==> config.mk <==
export PLATFORM = sky130hd
export DESIGN_NAME = leaf_stream_packer
export DESIGN_NICKNAME = d
export VERILOG_FILES = /design/src/rtl/leaf_pkt_pkg.sv /design/src/rtl/leaf_packer_fifo.sv /design/src/rtl/leaf_stream_packer.sv
export SDC_FILE = /design/constraint.sdc
export NUM_CORES = 1
export LEC_CHECK = 0
export BUFFER_PORTS_ARGS = -buffer_cell sky130_fd_sc_hd__buf_2
export CORE_AREA = 2 2 189 265
export DETAILED_ROUTE_END_ITERATION = 10
export DIE_AREA = 0 0 191 267
export HOLD_SLACK_MARGIN = 0.08
export PLACE_DENSITY = 0.63
export SYNTH_ARGS = -nofsm -noshare
export SYNTH_HDL_FRONTEND = slang
export SYNTH_SLANG_ARGS = --single-unit
==> constraint.sdc <==
create_clock -name clk -period 5.4 [get_ports clk]
set_input_delay 0 -clock clk [delete_from_list [all_inputs] [get_ports clk]]
set_output_delay 0 -clock clk [all_outputs]
set_load 0.05 [all_outputs]
==> src/rtl/leaf_pkt_pkg.sv <==
// rtl/leaf_pkt_pkg.sv - BFT leaf packet layout, FSM states and packet builder
package leaf_pkt_pkg;
  localparam int PKT_W     = 49;
  localparam int VALID_BIT = 48;
  localparam int LEAF_LSB  = 43;
  localparam int LEAF_W    = 5;
  localparam int PORT_LSB  = 39;
  localparam int PORT_W    = 4;
  localparam int SEQ_LSB   = 32;
  localparam int SEQ_W     = 7;
  localparam int PAYLOAD_W = 32;

  typedef enum logic [1:0] {
    ST_IDLE  = 2'd0,
    ST_RUN   = 2'd1,
    ST_DRAIN = 2'd2
  } state_t;

  function automatic logic [PKT_W-1:0] pack_pkt(
    input logic [LEAF_W-1:0]    leaf,
    input logic [PORT_W-1:0]    port,
    input logic [SEQ_W-1:0]     seq,
    input logic [PAYLOAD_W-1:0] payload
  );
    logic [PKT_W-1:0] p;
    p = '0;
    p[VALID_BIT]                = 1'b1;
    p[LEAF_LSB +: LEAF_W]       = leaf;
    p[PORT_LSB +: PORT_W]       = port;
    p[SEQ_LSB +: SEQ_W]         = seq;
    p[0 +: PAYLOAD_W]           = payload;
    return p;
  endfunction
endpackage

==> src/rtl/leaf_packer_fifo.sv <==
// rtl/leaf_packer_fifo.sv - single-clock payload FIFO with registered occupancy count
module leaf_packer_fifo #(
  parameter int DEPTH = 16,
  parameter int WIDTH = 32
) (
  input  logic             clk,
  input  logic             reset,
  input  logic             i_push,
  input  logic [WIDTH-1:0] i_wdata,
  input  logic             i_pop,
  output logic [WIDTH-1:0] o_rdata,
  output logic             o_full,
  output logic             o_empty
);
  localparam int AW = $clog2(DEPTH);
  localparam logic [AW:0] LP_FULL = (AW+1)'(DEPTH);

  logic [WIDTH-1:0] r_mem [DEPTH];
  logic [AW-1:0]    r_wr_ptr;
  logic [AW-1:0]    r_rd_ptr;
  logic [AW:0]      r_count;
  logic             w_do_push;
  logic             w_do_pop;

  assign o_full    = (r_count == LP_FULL);
  assign o_empty   = (r_count == '0);
  assign o_rdata   = r_mem[r_rd_ptr];
  assign w_do_push = i_push & ~o_full;
  assign w_do_pop  = i_pop & ~o_empty;

  always_ff @(posedge clk) begin
    if (reset) begin
      r_wr_ptr <= '0;
      r_rd_ptr <= '0;
      r_count  <= '0;
    end else begin
      if (w_do_push) r_wr_ptr <= r_wr_ptr + 1'b1;
      if (w_do_pop)  r_rd_ptr <= r_rd_ptr + 1'b1;
      case ({w_do_push, w_do_pop})
        2'b10:   r_count <= r_count + 1'b1;
        2'b01:   r_count <= r_count - 1'b1;
        default: r_count <= r_count;
      endcase
    end
  end

  always_ff @(posedge clk) begin
    if (w_do_push) r_mem[r_wr_ptr] <= i_wdata;
  end
endmodule

==> src/rtl/leaf_stream_packer.sv <==
// rtl/leaf_stream_packer.sv - credit-paced packer of a 32-bit stream into 49-bit BFT leaf packets
// LEAF_PACKER_SEQ_EN: when defined, packets carry a 7-bit sequence number; otherwise that field is 0.
module leaf_stream_packer
  import leaf_pkt_pkg::*;
#(
  parameter int FIFO_DEPTH = 16,
  parameter int CREDITS    = 8
) (
  input  logic                 clk,
  input  logic                 reset,
  input  logic                 ap_start,
  input  logic [PAYLOAD_W-1:0] s_data,
  input  logic                 s_valid,
  output logic                 s_ready,
  input  logic [LEAF_W-1:0]    cfg_dest_leaf,
  input  logic [PORT_W-1:0]    cfg_dest_port,
  input  logic                 credit_ret,
  output logic [PKT_W-1:0]     dout_leaf_interface2bft,
  output logic                 resend,
  output logic                 busy,
  output logic                 credit_err
);
  localparam logic [7:0] LP_CREDITS = 8'(CREDITS);

  state_t                r_state;
  logic [LEAF_W-1:0]     r_leaf;
  logic [PORT_W-1:0]     r_port;
  logic [7:0]            r_credits;
  logic                  r_credit_err;
  logic [PKT_W-1:0]      r_dout;
  logic                  r_resend;
  logic                  w_start;
  logic                  w_push;
  logic                  w_emit;
  logic                  w_full;
  logic                  w_empty;
  logic [PAYLOAD_W-1:0]  w_rdata;
  logic [SEQ_W-1:0]      w_seq;

  assign w_start = (r_state == ST_IDLE) & ap_start;
  assign s_ready = (r_state == ST_RUN) & ~w_full;
  assign w_push  = s_valid & s_ready;
  assign w_emit  = (r_state != ST_IDLE) & ~w_empty & (r_credits != 8'd0);

  leaf_packer_fifo #(.DEPTH(FIFO_DEPTH), .WIDTH(PAYLOAD_W)) u_fifo (
    .clk     (clk),
    .reset   (reset),
    .i_push  (w_push),
    .i_wdata (s_data),
    .i_pop   (w_emit),
    .o_rdata (w_rdata),
    .o_full  (w_full),
    .o_empty (w_empty)
  );

  always_ff @(posedge clk) begin
    if (reset) begin
      r_state <= ST_IDLE;
      r_leaf  <= '0;
      r_port  <= '0;
    end else begin
      case (r_state)
        ST_IDLE: if (ap_start) begin
          r_state <= ST_RUN;
          r_leaf  <= cfg_dest_leaf;
          r_port  <= cfg_dest_port;
        end
        ST_RUN:   if (!ap_start) r_state <= ST_DRAIN;
        // Restart from drain keeps the destination latched at the original start
        ST_DRAIN: if (ap_start) r_state <= ST_RUN;
                  else if (w_empty) r_state <= ST_IDLE;
        default:  r_state <= ST_IDLE;
      endcase
    end
  end

  always_ff @(posedge clk) begin
    if (reset) begin
      r_credits    <= LP_CREDITS;
      r_credit_err <= 1'b0;
    end else if (r_state == ST_IDLE) begin
      if (ap_start) r_credits <= LP_CREDITS;
    end else begin
      case ({credit_ret, w_emit})
        2'b10: if (r_credits == LP_CREDITS) r_credit_err <= 1'b1;
               else r_credits <= r_credits + 8'd1;
        2'b01:   r_credits <= r_credits - 8'd1;
        default: r_credits <= r_credits;
      endcase
    end
  end

`ifdef LEAF_PACKER_SEQ_EN
  logic [SEQ_W-1:0] r_seq;
  always_ff @(posedge clk) begin
    if (reset || w_start) r_seq <= '0;
    else if (w_emit)      r_seq <= r_seq + 1'b1;
  end
  assign w_seq = r_seq;
`else
  assign w_seq = '0;
`endif

  // Idle cycles only clear the valid bit so the last packet stays visible downstream
  always_ff @(posedge clk) begin
    if (reset) begin
      r_dout   <= '0;
      r_resend <= 1'b0;
    end else begin
      r_resend <= w_emit;
      if (w_emit) r_dout <= pack_pkt(r_leaf, r_port, w_seq, w_rdata);
      else        r_dout[VALID_BIT] <= 1'b0;
    end
  end

  assign dout_leaf_interface2bft = r_dout;
  assign resend                  = r_resend;
  assign busy                    = (r_state != ST_IDLE);
  assign credit_err              = r_credit_err;
endmodule
==> impl_metrics.tcl <==
set metrics [dict create \
    clk_latency_ps 590 \
    cpLargestDelayFamily "compound AO/OA/AOI/OAI gates" \
    final_cell_mix "edfxtp_1 (512), mux4_2 (160), nand2_1 (113), buf_2 (91), dfxtp_1 (71)" \
    ys.flop_type "edfxtp_1" \
    num-nets-final 1378 \
    worst_pin_slew_ps 1320 \
    ys_seq_area_share_pct 74.5 \
    syn2layout_area_growth_pct 15.8 \
    grt_pass1_vias 11900 \
    grt_max_degree 68 \
    postCtsHoldBufs 53 \
    yosysUniqueCellTypes 53 \
    synthArstFlopShare_pct 0 \
    worstSetupEndpointType "flop" \
    p_leak_nw 8.33 \
    multi_input_area_sq_um 5520 \
    synth.cell_area_sq_um 22700 \
    synth_edf_count 512 \
    path_buf_inv 1 \
    clk_pin_slew_ps 60 \
    holdCritPathClass "in -> reg" \
    skew_ps 20.9 \
    drcViolationCount 0 \
    post_cts_buffers 0 \
    holdPathStages 3 \
    ios 99 \
    grt_first_pass_wirelength_um 73300 \
    setup_violations 0 \
    place_ws_ps 1700 \
    vias_per_cell 5.63 \
    start_util_pct 46.6 \
    num_antenna_cells 0 \
    drt_first_pass_iters 5 \
    ys_seq_elements 587 \
    portBuffers 91 \
    fill_cells 3777 \
    syn_avg_cell_area_sq_um 19.7 \
    dieArea_sq_um 51000 \
    yosys.area.top_type "edfxtp_1" \
    clockRootBuffer "clkbuf_16" \
    drive_above_1_share_pct 28.7 \
    place_inst 1843 \
    max_stage_delay_ps 1040 \
    synthTopCellsByArea "edfxtp_1 (68%), mux4_2 (16%), dfxtp_1 (6.6%), nand2_1 (1.9%), a21oi_1 (1.4%)" \
    fmax_mhz 266 \
    register_area_sq_um 16900 \
    crit_slowest_cell "nor3_1" \
    antenna_found_initial 0 \
    fp.dieW_um 191 \
    holdPathEnd "r_state[1]$_SDFFE_PP0P_" \
    cts_tree "yes" \
    finalWorstSetupSlack_ps 1640 \
    synth-warning-count 0 \
    synth.top_cell.area_share_pct 67.9 \
    arrival_ps 4200 \
    cap_violations 0 \
    powerDensity_nw_per_um2 351 \
    reg2reg_from "r_state[1]$_SDFFE_PP0P_" \
    hpwl_um 26000 \
    holdCritStartpoint "ap_start" \
    post-route-util_pct 53.9 \
    drt_wl_total_um 48700 \
    status "completed" \
    cp.required_ps 5840 \
    fin_crit_sh_pct 69.6 \
    hold_viol 0 \
    ant_nets 0 \
    final_common_cell "edfxtp_1" \
    htree_levels 2 \
    cts-resized-gates 0 \
    max_slew_margin_pct 11.6 \
    layoutNonFillerInstCount 1998 \
    clk_path_buf_depth 3 \
    maxSlewViolCount 0 \
    netlist_instances 1152 \
    drt-wirelength-per-cell_um 24.4 \
    place_congestion 0.786 \
    num_vias 11200 \
    startpoint_type "flop" \
    die_y_um 267 \
    numCtsBuffers 54 \
    p_total_mw 9.22 \
    rsz0062_at_grt "no" \
    reg2reg_depth 10 \
    clock-sinks 587 \
    layout_min_cycle_time_ps 3760 \
    path_class "reg -> reg" \
    ir_worst_vdd_mv 0.226 \
    critPathMaxFanout 12 \
    grt_usage_pct 19.6 \
    rows 96 \
    drt_iter0_drc 860 \
    r2r_slack_ps 1640 \
    r2r-end "r_credits[6]$_SDFFE_PP0P_" \
    crit_chain "nor2_1 > inv_1 > o21ai_1 > nor3_1 > ha_1 > a21o_1 > a21oi_1 > o21ai_0 > a311oi_1 > o41ai_2" \
    core_area_sq_um 48600 \
    globalRouteOverflowTotal 0 \
    setup-tns-final_ps 0 \
]
-- synth_stat cells (2+ instances only) --
master / number
nand2_1: 114
xor2_1: 7
ha_1: 15
a21o_1: 2
buf_4: 10
nor2_1: 29
xnor2_1: 5
buf_2: 20
mux2i_1: 2
and2_1: 2
clkbuf_1: 27
nand2b_1: 5
fa_1: 2
nand4_1: 2
o31ai_1: 2
nor3_1: 12
and3_1: 2
mux4_2: 160
o2111ai_1: 2
a31oi_1: 2
a21oi_1: 65
o211ai_1: 5
a211oi_1: 2
nor4_1: 4
nor2b_1: 2
inv_1: 16
nand3_1: 10
buf_1: 13
o21ai_0: 4
dfxtp_1: 75
edfxtp_1: 512
-- through the flow --
stage | hold slack, ps | area [sq um]
finish | 174 | 26200
global route | 186 | 26200
CTS | 134 | 26200
detailed placement | 222 | 24000
global placement | 212 | 24000
floorplan | 78.5 | 22700
-- final cells by class --
| type | instances | area share, % |
|---|---|---|
| Sequential cell | 587 | 64.4 |
| Multi-Input combinational cell | 484 | 21.0 |
| Clock buffer | 76 | 5.85 |
| Timing Repair Buffer | 171 | 4.67 |
| Tap cell | 637 | 3.04 |
| Clock inverter | 26 | 0.796 |
| Inverter | 17 | 0.243 |
-- worst min-delay path: stages --
cell and delay [ps]:
dlygate4sd3_1 510, buf_2 130, a211oi_1 50
-- state kept, by name, summed over array words and instances (netlist names) --
name and cells:
credit_err 1, dout_leaf_interface2bft 42, r_credits 8, r_leaf 5, r_port 4, r_state 2
u_fifo.r_count 5, u_fifo.r_mem 512, u_fifo.r_rd_ptr 4, u_fifo.r_wr_ptr 4
-- power breakdown --
part | total [mW] | internal [mW] | switching, mW
clock network | 3.73 | 2.09 | 1.64
logic | 0.499 | 0.210 | 0.289
registers | 4.99 | 4.96 | 0.0338
-- worst max-delay path by stage --
stage,startpoint,endpoint,slack [ps],depth (start not counted)
finish,r_state[1]$_SDFFE_PP0P_,r_credits[6]$_SDFFE_PP0P_,1640,10
global route,r_state[1]$_SDFFE_PP0P_,r_credits[6]$_SDFFE_PP0P_,1380,10
CTS,r_state[1]$_SDFFE_PP0P_,r_credits[6]$_SDFFE_PP0P_,1680,10
detailed placement,r_state[1]$_SDFFE_PP0P_,r_credits[6]$_SDFFE_PP0P_,1700,10
global placement,r_state[1]$_SDFFE_PP0P_,r_credits[6]$_SDFFE_PP0P_,1800,10
floorplan,u_fifo.r_count[0]$_SDFFE_PP0P_,u_fifo.r_mem[3][0]$_DFFE_PP_,1560,4
-- layer usage --
layer	global-route usage [%]	share of wire, %	vias to the layer above
met1	25.2	40	5924
met5	0	0	-
met3	2.24	4.5	71
li1	-	-	4942
met4	5.64	2.2	0
met2	34.9	53	311
-- kinds of logic after synthesis --
group | Yosys count | synth area share, %
xor gates and xnor gates | 12 | 0.464
other | 1 | 0.0166
and+or+nand+nor | 187 | 3.52
muxes | 162 | 16.0
adders and majority gates | 17 | 1.01
DFF | 587 | 74.5
AOI/OAI and AO/OA | 99 | 2.77
buffers and inverters | 87 | 1.72
(Power assumes the default switching activity.)
